`config.mk`:
```
export PLATFORM = sky130hd
export DESIGN_NAME = tdsp_bus_arbiter
export DESIGN_NICKNAME = d
export VERILOG_FILES = /design/src/rtl/tdsp_bus_arbiter.sv
export SDC_FILE = /design/constraint.sdc
export NUM_CORES = 1
export LEC_CHECK = 0
export CORE_MARGIN = 2
export CORE_UTILIZATION = 32
export CTS_CLUSTER_DIAMETER = 50
export DETAILED_ROUTE_END_ITERATION = 7
export PLACE_DENSITY = 0.8
export SYNTH_ARGS = -nofsm -noshare
export SYNTH_HDL_FRONTEND = slang
export SYNTH_SLANG_ARGS = --single-unit
```
`constraint.sdc`:
```
create_clock -name clk -period 2.1 [get_ports clk]
set_clock_uncertainty 0.15 [all_clocks]
set_input_delay 0.42 -clock clk [delete_from_list [all_inputs] [get_ports clk]]
set_output_delay 0.42 -clock clk [all_outputs]
set_load 0.02 [all_outputs]
```
`src/rtl/tdsp_bus_arbiter.sv`:
```
// Two-master arbiter for the shared TDSP data memory.
// The core has priority and is never preempted. The DMA/host port holds the
// bus until it drops its request. dma_preempt asks DMA to let go once it has
// held the bus for MAX_HOLD cycles while the core waits. A starvation counter
// lets DMA beat the core after STARVE_LIM cycles of unanswered requests.
// Every change of owner passes through one dead TURN cycle.
//
//   state | meaning
//   IDLE  | bus free, no grant, memory strobes parked at zero
//   CORE  | core owns the bus, mem_* driven from core_*
//   DMA   | DMA owns the bus, mem_* driven from dma_*
//   TURN  | one dead cycle after a release, no grant, mem_* zero
module tdsp_bus_arbiter #(
  parameter int MAX_HOLD   = 8,
  parameter int STARVE_LIM = 16
) (
  input  logic        clk,
  input  logic        reset,
  input  logic        core_req,
  output logic        core_gnt,
  input  logic        core_as,
  input  logic        core_read,
  input  logic        core_write,
  input  logic [7:0]  core_addr,
  input  logic [15:0] core_wdata,
  input  logic        dma_req,
  output logic        dma_gnt,
  input  logic        dma_as,
  input  logic        dma_read,
  input  logic        dma_write,
  input  logic [7:0]  dma_addr,
  input  logic [15:0] dma_wdata,
  output logic        mem_as,
  output logic        mem_read,
  output logic        mem_write,
  output logic [7:0]  mem_addr,
  output logic [15:0] mem_wdata,
  output logic        dma_preempt
);

  localparam int HW = $clog2(MAX_HOLD + 1);
  localparam int SW = $clog2(STARVE_LIM + 1);

  typedef enum logic [1:0] {
    S_IDLE = 2'd0,
    S_CORE = 2'd1,
    S_DMA  = 2'd2,
    S_TURN = 2'd3
  } state_t;

  state_t          state;
  state_t          state_nxt;
  logic [HW-1:0]   hold_cnt;
  logic [SW-1:0]   starve_cnt;
  logic            starved;
  logic            hold_expired;
  logic            dma_enter;

  assign starved      = (starve_cnt == SW'(STARVE_LIM));
  assign hold_expired = (hold_cnt >= HW'(MAX_HOLD));
  assign dma_enter    = (state_nxt == S_DMA) && (state != S_DMA);

  // Next-state decision. IDLE and TURN share the same arbitration rules.
  // A saturated starve count only beats the core while DMA is still asking;
  // if DMA has gone away the core is served so it cannot lock itself out.
  always_comb begin
    state_nxt = state;
    case (state)
      S_IDLE, S_TURN: begin
        if (core_req && (!starved || !dma_req)) state_nxt = S_CORE;
        else if (dma_req)                       state_nxt = S_DMA;
        else                                    state_nxt = S_IDLE;
      end
      S_CORE:  if (!core_req) state_nxt = S_TURN;
      S_DMA:   if (!dma_req)  state_nxt = S_TURN;
      default: state_nxt = S_IDLE;
    endcase
  end

  // State register; reset parks the bus immediately.
  always_ff @(posedge clk or negedge reset) begin
    if (!reset) state <= S_IDLE;
    else        state <= state_nxt;
  end

  // Hold counter: cycles spent in DMA since entry, saturating at MAX_HOLD.
  always_ff @(posedge clk or negedge reset) begin
    if (!reset)                                hold_cnt <= '0;
    else if (dma_enter)                        hold_cnt <= '0;
    else if (state == S_DMA && !hold_expired)  hold_cnt <= hold_cnt + HW'(1);
  end

  // Starve counter: cycles DMA has asked without a grant, saturating.
  always_ff @(posedge clk or negedge reset) begin
    if (!reset)                             starve_cnt <= '0;
    else if (dma_enter)                     starve_cnt <= '0;
    else if (dma_req && !dma_gnt && !starved) starve_cnt <= starve_cnt + SW'(1);
  end

  // Grants and preempt request decoded from the registered state.
  assign core_gnt    = (state == S_CORE);
  assign dma_gnt     = (state == S_DMA);
  assign dma_preempt = (state == S_DMA) && core_req && hold_expired;

  // Memory mux: only the owner's strobes reach memory, zero otherwise.
  always_comb begin
    mem_as    = 1'b0;
    mem_read  = 1'b0;
    mem_write = 1'b0;
    mem_addr  = 8'h00;
    mem_wdata = 16'h0000;
    case (state)
      S_CORE: begin
        mem_as    = core_as;
        mem_read  = core_read;
        mem_write = core_write;
        mem_addr  = core_addr;
        mem_wdata = core_wdata;
      end
      S_DMA: begin
        mem_as    = dma_as;
        mem_read  = dma_read;
        mem_write = dma_write;
        mem_addr  = dma_addr;
        mem_wdata = dma_wdata;
      end
      default: ;
    endcase
  end

endmodule

```
==> results of run 1 <==
cell families after synthesis:
family / after synthesis / synth area share
compound gates: 49 / 0.325
mux: 1 / 0.0108
fa+ha+maj: 6 / 0.0718
simple gates: 56 / 0.231
buf+inv: 20 / 0.0813
flops: 11 / 0.263
xor+xnor: 2 / 0.0167
cells in the final DEF (no fill, tap or decap), types with 2 or more instances in the layout:
master,n
a21oi_1,7
a22oi_1,9
a22oi_2,19
buf_12,3
buf_2,18
buf_4,20
buf_6,2
clkbuf_4,3
clkdlybuf4s50_1,57
dfrtp_1,11
ha_1,4
ha_4,2
inv_1,5
inv_2,2
nand2_1,12
nand3_1,2
nor2_1,18
nor2_2,13
nor2b_1,2
nor3_1,3
o21ai_0,7
xnor2_1,2
power breakdown:
group          internal, mW  total [mW]  switching, mW
logic                  1.11        2.45           1.33
clock network        0.0734       0.143         0.0696
registers             0.303       0.407          0.103
critical path: stages, from the launching register on:
cell     delay (ps)
dfrtp_1         430
inv_2            80
ha_4            190
buf_12          150
a22oi_1         200
nor2_2           40
buf_2           160
state kept, by name, indices dropped and copies added, names as in the netlist:
signal and count:
starve_cnt 5, state 2, hold_cnt 4
final timing paths:
kind | start | endpoint | slack (ps) | cells after the start
max | state[0] | mem_read | 20 | 6
min | reset | starve_cnt[3] | 340 | 1
max reg2reg | state[0] | starve_cnt[2] | 220 | 8
min reg2reg | starve_cnt[4] | starve_cnt[4] | 400 | 1
max in group asynchronous | reset | hold_cnt[2] | 1120 | 1
min in group clk | starve_cnt[4] | starve_cnt[4] | 400 | 1
layout make-up:
class	count	area, um^2
sequential	11	275
clock buffer	4	26.3
multi-input combinational	114	841
tap	44	55.1
inverter	7	26.3
timing repair buffer	103	938
fill	245	916
stage by stage:
stage	area, um^2	hold WS, ps	utilization	power (mW)	setup WS (ps)
final	2160	342	0.702	3.00	16.6
after global routing	2160	381	0.702	3.24	-47.2
after CTS	2010	348	0.653	2.71	11.8
after detailed placement	2060	385	0.669	2.71	-173
after global placement	2060	375	0.669	2.68	-160
after floorplan	1080	-25.6	-	1.71	-0.506
routing by layer:
metal	vias to the layer above	track usage	routed length, um
met5	-	0	0
met4	0	0.0373	14
met3	2	0.0315	184
met2	43	0.331	2220
met1	668	0.267	1660
li1	701	-	-
timing repair:
| action | CTS | global route |
|---|---|---|
| buffers inserted | 0 | 2 |
| cloned | 1 | 1 |
| resized for setup | 127 | 32 |
| setup endpoints to repair | 30 | 33 |
| pin swaps | 0 | 2 |
==> flow_metrics.tcl, run 1 <==
set metrics [dict create \
    drt-initial-drc-count 59 \
    drive_gt1_frac 0.364 \
    cts_sinks 11 \
    cts_htree_levels 1 \
    min_period_over_period 0.992 \
    finalSetupTns_ps 0 \
    grt_use_total 0.196 \
    grt_max_degree 28 \
    diodes 0 \
    setup-violations-final 0 \
    final_antenna_net_count 0 \
    slew_headroom 0.660 \
    worstMarginPinSlew_ps 508 \
    critPathKind "flop to output pin" \
    cts_buffer_depth 2 \
    finalNetCount 304 \
    synth.avg_cell_area_um2 7.21 \
    yosysTopAreaCellShare 0.263 \
    required_ps 1530 \
    antenna_found_initial 0 \
    end_kind "output pin" \
    drtPass1Iterations 4 \
    period_needed_ps 2080 \
    clk_latency_ps 260 \
    irDropWorstVdd_v 0.000657 \
    initial_core_util 0.340 \
    dp_cells 275 \
    grt_first_pass_wirelength_um 5640 \
    synth_area_um2 1050 \
    powerDensity_nw_per_um2 1390 \
    io_buffers 87 \
    drv_slew 0 \
    synth-seq-cells 11 \
    start_kind "flop" \
    core_um2 3080 \
    wire_per_inst_um 14.4 \
    synth_commonest_cells "31 x nor2_1, 28 x a22oi_1, 12 x nand2_1" \
    path_clk_slew_ps 70 \
    die_x_um 61.2 \
    yosysUniqueCellTypes 29 \
    area_growth_pct 107 \
    hold_path.class "input pin to asynchronous set/reset pin" \
    die_y_um 61.2 \
    cap_viol_max_count 0 \
    synth.most_common_cell "nor2_1" \
    fmax_ghz 0.480 \
    status "finished, final reports clean" \
    hold_viol 0 \
    rsz0062_at_grt "yes" \
    async_reset_ff_frac 1.00 \
    synthesis.nets 209 \
    dr_total_vias 1414 \
    clock-root-buffer "clkbuf_4" \
    post_synth_main_area_contributors "dfrtp_1 26%, a22oi_1 20%, nor2_1 11%" \
    routed_via_density 5.00 \
    yosys_most_used_dff "dfrtp_1" \
    synthCells 145 \
    pin_count 88 \
    cp.arrival_ps 1510 \
    row_count 20 \
    p_leak_nw 0.922 \
    hpwl_um 2840 \
    postCtsHoldBufs 0 \
    synth_edf_count 0 \
    gr-total-overflow 0 \
    cts_tree "yes" \
    routed_wl_um 4090 \
    final_cells 283 \
    dieArea_um2 3740 \
    yosysSeqAreaShare 0.263 \
    crit_fanout 16 \
    synth_top_area_cell "dfrtp_1" \
    grt_pass1_vias 1205 \
    drc 0 \
    cts_made_buffers 3 \
    synth-warning-count 0 \
    place_congestion 0.861 \
]
(Power assumes the default switching activity.)
==> inputs of run 2 (changes only) <==
--- a/config.mk
+++ b/config.mk
@@ -10,6 +10,8 @@
 export CTS_CLUSTER_DIAMETER = 50
 export DETAILED_ROUTE_END_ITERATION = 7
 export PLACE_DENSITY = 0.8
+export SKIP_LAST_GASP = 1
 export SYNTH_ARGS = -nofsm -noshare
 export SYNTH_HDL_FRONTEND = slang
 export SYNTH_SLANG_ARGS = --single-unit
+export TNS_END_PERCENT = 100
==> flow_metrics.tcl, run 2 (synthesis results as in run 1) <==
set metrics [dict create \
    cp.arrival_ps 1520 \
    postLayoutCellArea_um2 2180 \
    postCtsHoldBufs 0 \
    path_clk_slew_ps 70 \
    drv_slew 0 \
    cts_made_buffers 3 \
    p_leak_nw 0.939 \
    drc 0 \
    grt_first_pass_wirelength_um 5730 \
    layout_setup_ws_ps 14.4 \
    highest_layer "met4" \
    area_growth_pct 108 \
    irDropWorstVdd_v 0.000645 \
    required_ps 1530 \
    dp_cells 275 \
    period_needed_ps 2090 \
    path_depth 6 \
    initial_core_util 0.340 \
    hold_viol 0 \
    critPathKind "flop to output pin" \
    die_y_um 61.2 \
    grt_use_total 0.201 \
    core_um2 3080 \
    regMostFlops "starve_cnt" \
    layout_commonest_cell "clkdlybuf4s50_1" \
    cts_buffer_depth 2 \
    cp_slowest_cell "dfrtp_1" \
    crit_fanout 8 \
    clk_latency_ps 270 \
    finalCoreUtilization 0.707 \
    cts_tree "yes" \
    io_buffers 87 \
    wl_met3_um 219 \
    drt-initial-drc-count 75 \
    wire_per_inst_um 14.2 \
    dp_slack_ps -173 \
    grt_pass1_vias 1209 \
    placed_area_um2 2060 \
    cp_top_family "buffers and inverters" \
    clock-root-buffer "clkbuf_4" \
    rsz0062_at_grt "yes" \
    dieArea_um2 3740 \
    row_count 20 \
    place_congestion 0.861 \
    worstMarginPinSlew_ps 500 \
    fmax_ghz 0.479 \
    seqPwrFrac 0.134 \
    top_regs "starve_cnt x5, hold_cnt x4, state x2" \
    hold_path.class "input pin to asynchronous set/reset pin" \
    drive_gt1_frac 0.353 \
    slew_headroom 0.666 \
    swShare 0.498 \
    routed_via_density 4.94 \
    seqCellArea_um2 275 \
    end_kind "output pin" \
    final_antenna_net_count 0 \
    diodes 0 \
    slowest_delay_ps 420 \
    crit_chain "inv_2 > ha_4 > clkbuf_16 > a22oi_2 > nor2_1 > buf_2" \
    gr-total-overflow 0 \
    cap_viol_max_count 0 \
    largest_reg_flops 5 \
    internal_power_mw 1.51 \
    start_kind "flop" \
    routed_wl_um 4060 \
    ff2ff_path_depth 8 \
    clock_power_share 0.048 \
    crit_buf_inv 3 \
    wl_met2_um 2120 \
    hpwl_um 2840 \
    min_period_over_period 0.993 \
    pin_count 88 \
    antenna_found_initial 0 \
    multi_input_area_um2 828 \
    setup-violations-final 0 \
    cts_sinks 11 \
    met1_length_um 1700 \
    p_switching_mw 1.50 \
    cts_htree_levels 1 \
    fillCellCount 244 \
    powerDensity_nw_per_um2 1380 \
    combPwrFrac 0.818 \
    grt_max_degree 28 \
    die_x_um 61.2 \
    dr_total_vias 1408 \
    drtPass1Iterations 4 \
    finalNetCount 306 \
    layout_common_cells "57 x clkdlybuf4s50_1, 22 x buf_2, 18 x nor2_1" \
    final_cells 285 \
    status "finished, final reports clean" \
]
## run 2: cell types whose count changed in the layout (fill, tap and decap cells not counted), moves of 2 or more
| cell | change |
|---|---|
| buf_4 | -6 |
| buf_2 | +4 |
| a22oi_1 | +3 |
| a22oi_2 | -3 |
| buf_6 | +2 |
## run 2: repair_timing
item                       4_1_cts  5_1_grt
resized for setup              111       40
setup buffers                    0        2
pin swaps                        0        1
gates cloned                     1        3
setup endpoints to repair       30       33
## run 2: final timing paths
| path | slack [ps] | start | end |
|---|---|---|---|
| setup / recovery | 10 | state[0] | mem_wdata[9] |
| hold / removal | 340 | reset | starve_cnt[3] |
| setup reg to reg | 180 | state[0] | starve_cnt[1] |
| hold reg to reg | 400 | starve_cnt[4] | starve_cnt[4] |
| max in group asynchronous | 1130 | reset | hold_cnt[2] |
| min in group clk | 400 | starve_cnt[4] | starve_cnt[4] |
## run 2: layout make-up
class / instances / area share
Multi-Input combinational cell: 114 / 0.380
Sequential cell: 11 / 0.126
Tap cell: 44 / 0.0253
Clock buffer: 4 / 0.0121
Inverter: 7 / 0.0121
Timing Repair Buffer: 105 / 0.444
## run 2: power by group through the flow
| stage | sequential, mW | clock, mW | combinational [mW] |
|---|---|---|---|
| 6_report | 0.404 | 0.144 | 2.47 |
| 5_1_grt | 0.418 | 0.160 | 2.68 |
| 4_1_cts | 0.394 | 0.146 | 2.24 |
| 3_5_place_dp | 0.396 | 0 | 2.31 |
| 3_3_place_gp | 0.390 | 0 | 2.29 |
| 2_1_floorplan | 0.381 | 0 | 1.33 |
## run 2: metrics by stage
step | hold WS (ps) | setup TNS (ps) | total power [mW]
after floorplan | -25.6 | -0.506 | 1.71
after global placement | 375 | -3410 | 2.68
after detailed placement | 385 | -3640 | 2.71
after CTS | 348 | -939 | 2.78
after global routing | 378 | -320 | 3.26
final | 336 | 0 | 3.02
## run 2: layer usage
metal / vias to the layer above / track usage
li1: 707 / -
met1: 653 / 0.272
met2: 46 / 0.339
met3: 2 / 0.0357
met4: 0 / 0.0373
met5: - / 0
==> inputs of run 3 (changes only) <==
--- a/config.mk
+++ b/config.mk
@@ -5,6 +5,7 @@
 export SDC_FILE = /design/constraint.sdc
 export NUM_CORES = 1
 export LEC_CHECK = 0
+export ABC_AREA = 1
 export CORE_MARGIN = 2
 export CORE_UTILIZATION = 32
 export CTS_CLUSTER_DIAMETER = 50
==> flow_metrics.tcl, run 3 <==
set metrics [dict create \
    p_leak_nw 0.971 \
    worstMarginPinSlew_ps 513 \
    cts_sinks 11 \
    highest_layer "met4" \
    cts_made_buffers 3 \
    top_regs "starve_cnt x5, hold_cnt x4, state x2" \
    postLayoutCellArea_um2 2200 \
    dieArea_um2 3760 \
    yosysSeqAreaShare 0.262 \
    grt_max_degree 24 \
    diodes 0 \
    place_congestion 0.779 \
    finalCoreUtilization 0.715 \
    irDropWorstVdd_v 0.000989 \
    drt-initial-drc-count 26 \
    end_kind "output pin" \
    regMostFlops "starve_cnt" \
    placed_area_um2 2130 \
    antenna_found_initial 0 \
    clock_power_share 0.054 \
    routed_wl_um 3600 \
    initial_core_util 0.341 \
    setup-violations-final 0 \
    status "finished, final reports clean" \
    async_reset_ff_frac 1.00 \
    crit_fanout 12 \
    layout_commonest_cell "nand2_1" \
    area_growth_pct 109 \
    path_clk_slew_ps 70 \
    min_period_over_period 0.979 \
    clock-root-buffer "clkbuf_4" \
    synth_edf_count 0 \
    wl_met3_um 357 \
    die_x_um 61.3 \
    drive_gt1_frac 0.311 \
    clk_latency_ps 280 \
    wire_per_inst_um 11.5 \
    postCtsHoldBufs 0 \
    start_kind "flop" \
    seqPwrFrac 0.133 \
    pin_count 88 \
    synthesis.nets 235 \
    finalNetCount 335 \
    combPwrFrac 0.814 \
    layout_common_cells "69 x nand2_1, 57 x clkdlybuf4s50_1, 23 x a21oi_2, 23 x buf_4, 13 x buf_6" \
    yosysUniqueCellTypes 22 \
    met1_length_um 1490 \
    post-cts-setup-buffers 0 \
    largest_reg_flops 5 \
    finalSetupTns_ps 0 \
    required_ps 1530 \
    slew_headroom 0.657 \
    core_um2 3080 \
    period_needed_ps 2060 \
    yosys_most_used_dff "dfrtp_1" \
    gr-total-overflow 0 \
    hold_path.class "input pin to asynchronous set/reset pin" \
    grt_first_pass_wirelength_um 4970 \
    rsz0062_at_grt "yes" \
    synth_top_area_cell "dfrtp_1" \
    fmax_ghz 0.487 \
    synthCells 171 \
    routed_via_density 4.63 \
    final_antenna_net_count 0 \
    synth.most_common_cell "nand2_1" \
    swShare 0.501 \
    io_buffers 87 \
    synth-seq-cells 11 \
    die_y_um 61.3 \
    grt_pass1_vias 1173 \
    ff2ff_path_depth 10 \
    synth.avg_cell_area_um2 6.15 \
    post_synth_main_area_contributors "dfrtp_1 26%, nand2_1 25%, a21oi_1 13%" \
    synth_commonest_cells "69 x nand2_1, 27 x a21oi_1, 12 x inv_1" \
    cts_tree "yes" \
    cp.arrival_ps 1490 \
    critPathKind "flop to output pin" \
    powerDensity_nw_per_um2 1260 \
    grt_use_total 0.176 \
    cap_viol_max_count 0 \
    synth-warning-count 0 \
    hold_viol 0 \
    cts_buffer_depth 2 \
    p_switching_mw 1.39 \
    wl_met2_um 1710 \
    row_count 20 \
    internal_power_mw 1.39 \
    cts_htree_levels 1 \
    synth_area_um2 1050 \
    drtPass1Iterations 4 \
    dr_total_vias 1455 \
    yosysTopAreaCellShare 0.262 \
    drc 0 \
    hpwl_um 2770 \
    drv_slew 0 \
]
## run 3: cell count changes in the layout (fill, tap and decap cells not counted), sizes merged, moves of 3 or more
cell / previous run / this run
a22oi: 28 / 1
inv: 7 / 14
nor2: 31 / 9
nand3: 2 / 11
xor2: 0 / 3
nand2: 12 / 73
a21oi: 7 / 27
o21ai: 7 / 2
## run 3: final timing paths
check                       startpoint             to  slack (ps)
setup reg to reg              state[1]  starve_cnt[0]         190
hold / removal                   reset    hold_cnt[2]         330
min in group clk           hold_cnt[3]    hold_cnt[3]         380
max in group asynchronous        reset       state[1]        1130
setup / recovery              state[1]   mem_wdata[8]          40
hold reg to reg            hold_cnt[3]    hold_cnt[3]         380
## run 3: final cells by class
type / instances / area (um^2)
repair buffers: 104 / 1000
fillers: 267 / 878
multi-input cells: 137 / 788
flip-flops and latches: 11 / 275
well taps: 44 / 55.1
inverters: 14 / 52.6
clock buffers: 4 / 26.3
## run 3: cell families (layout without fill, tap and decap cells)
family | after synthesis | in the layout | share of synthesized area
AO/OA/AOI/OAI | 30 | 30 | 0.145
XOR/XNOR | 5 | 5 | 0.0417
adder cells (fa/ha/maj) | 6 | 6 | 0.0714
buffers and inverters | 23 | 122 | 0.0940
flip-flops | 11 | 11 | 0.262
AND/OR/NAND/NOR | 96 | 96 | 0.386
## run 3: power by group through the flow
| stage | Sequential [mW] | Clock, mW | Combinational [mW] |
|---|---|---|---|
| floorplan | 0.353 | 0 | 1.23 |
| global placement | 0.367 | 0 | 2.11 |
| detailed placement | 0.367 | 0 | 2.13 |
| CTS | 0.364 | 0.157 | 1.95 |
| global route | 0.382 | 0.174 | 2.46 |
| finish | 0.369 | 0.150 | 2.26 |
## run 3: metrics by stage
step | setup slack, ps | hold slack (ps) | std cells | total power, mW
2_1_floorplan | 6.62 | -25.6 | 171 | 1.59
3_3_place_gp | -250 | 351 | 307 | 2.47
3_5_place_dp | -237 | 364 | 307 | 2.50
4_1_cts | -184 | 332 | 311 | 2.47
5_1_grt | -30.2 | 352 | 314 | 3.01
6_report | 45.0 | 330 | 314 | 2.78
## run 3: repair_timing
item	4_1_cts	5_1_grt
pin swaps	0	9
gates resized for setup	116	45
gates cloned	0	3
setup endpoints to repair	30	29
## run 3: critical path, cell delays in order, from the launching register on
cell and delay, ps:
dfrtp_1 430, inv_2 90, ha_4 180, buf_12 140, nand2_1 50, a21oi_1 130, buf_2 190
## run 3: layer usage
metal,GRT usage,up-vias
met2,0.296,77
met5,0,-
li1,-,742
met1,0.215,631
met4,0.0559,0
met3,0.0546,5
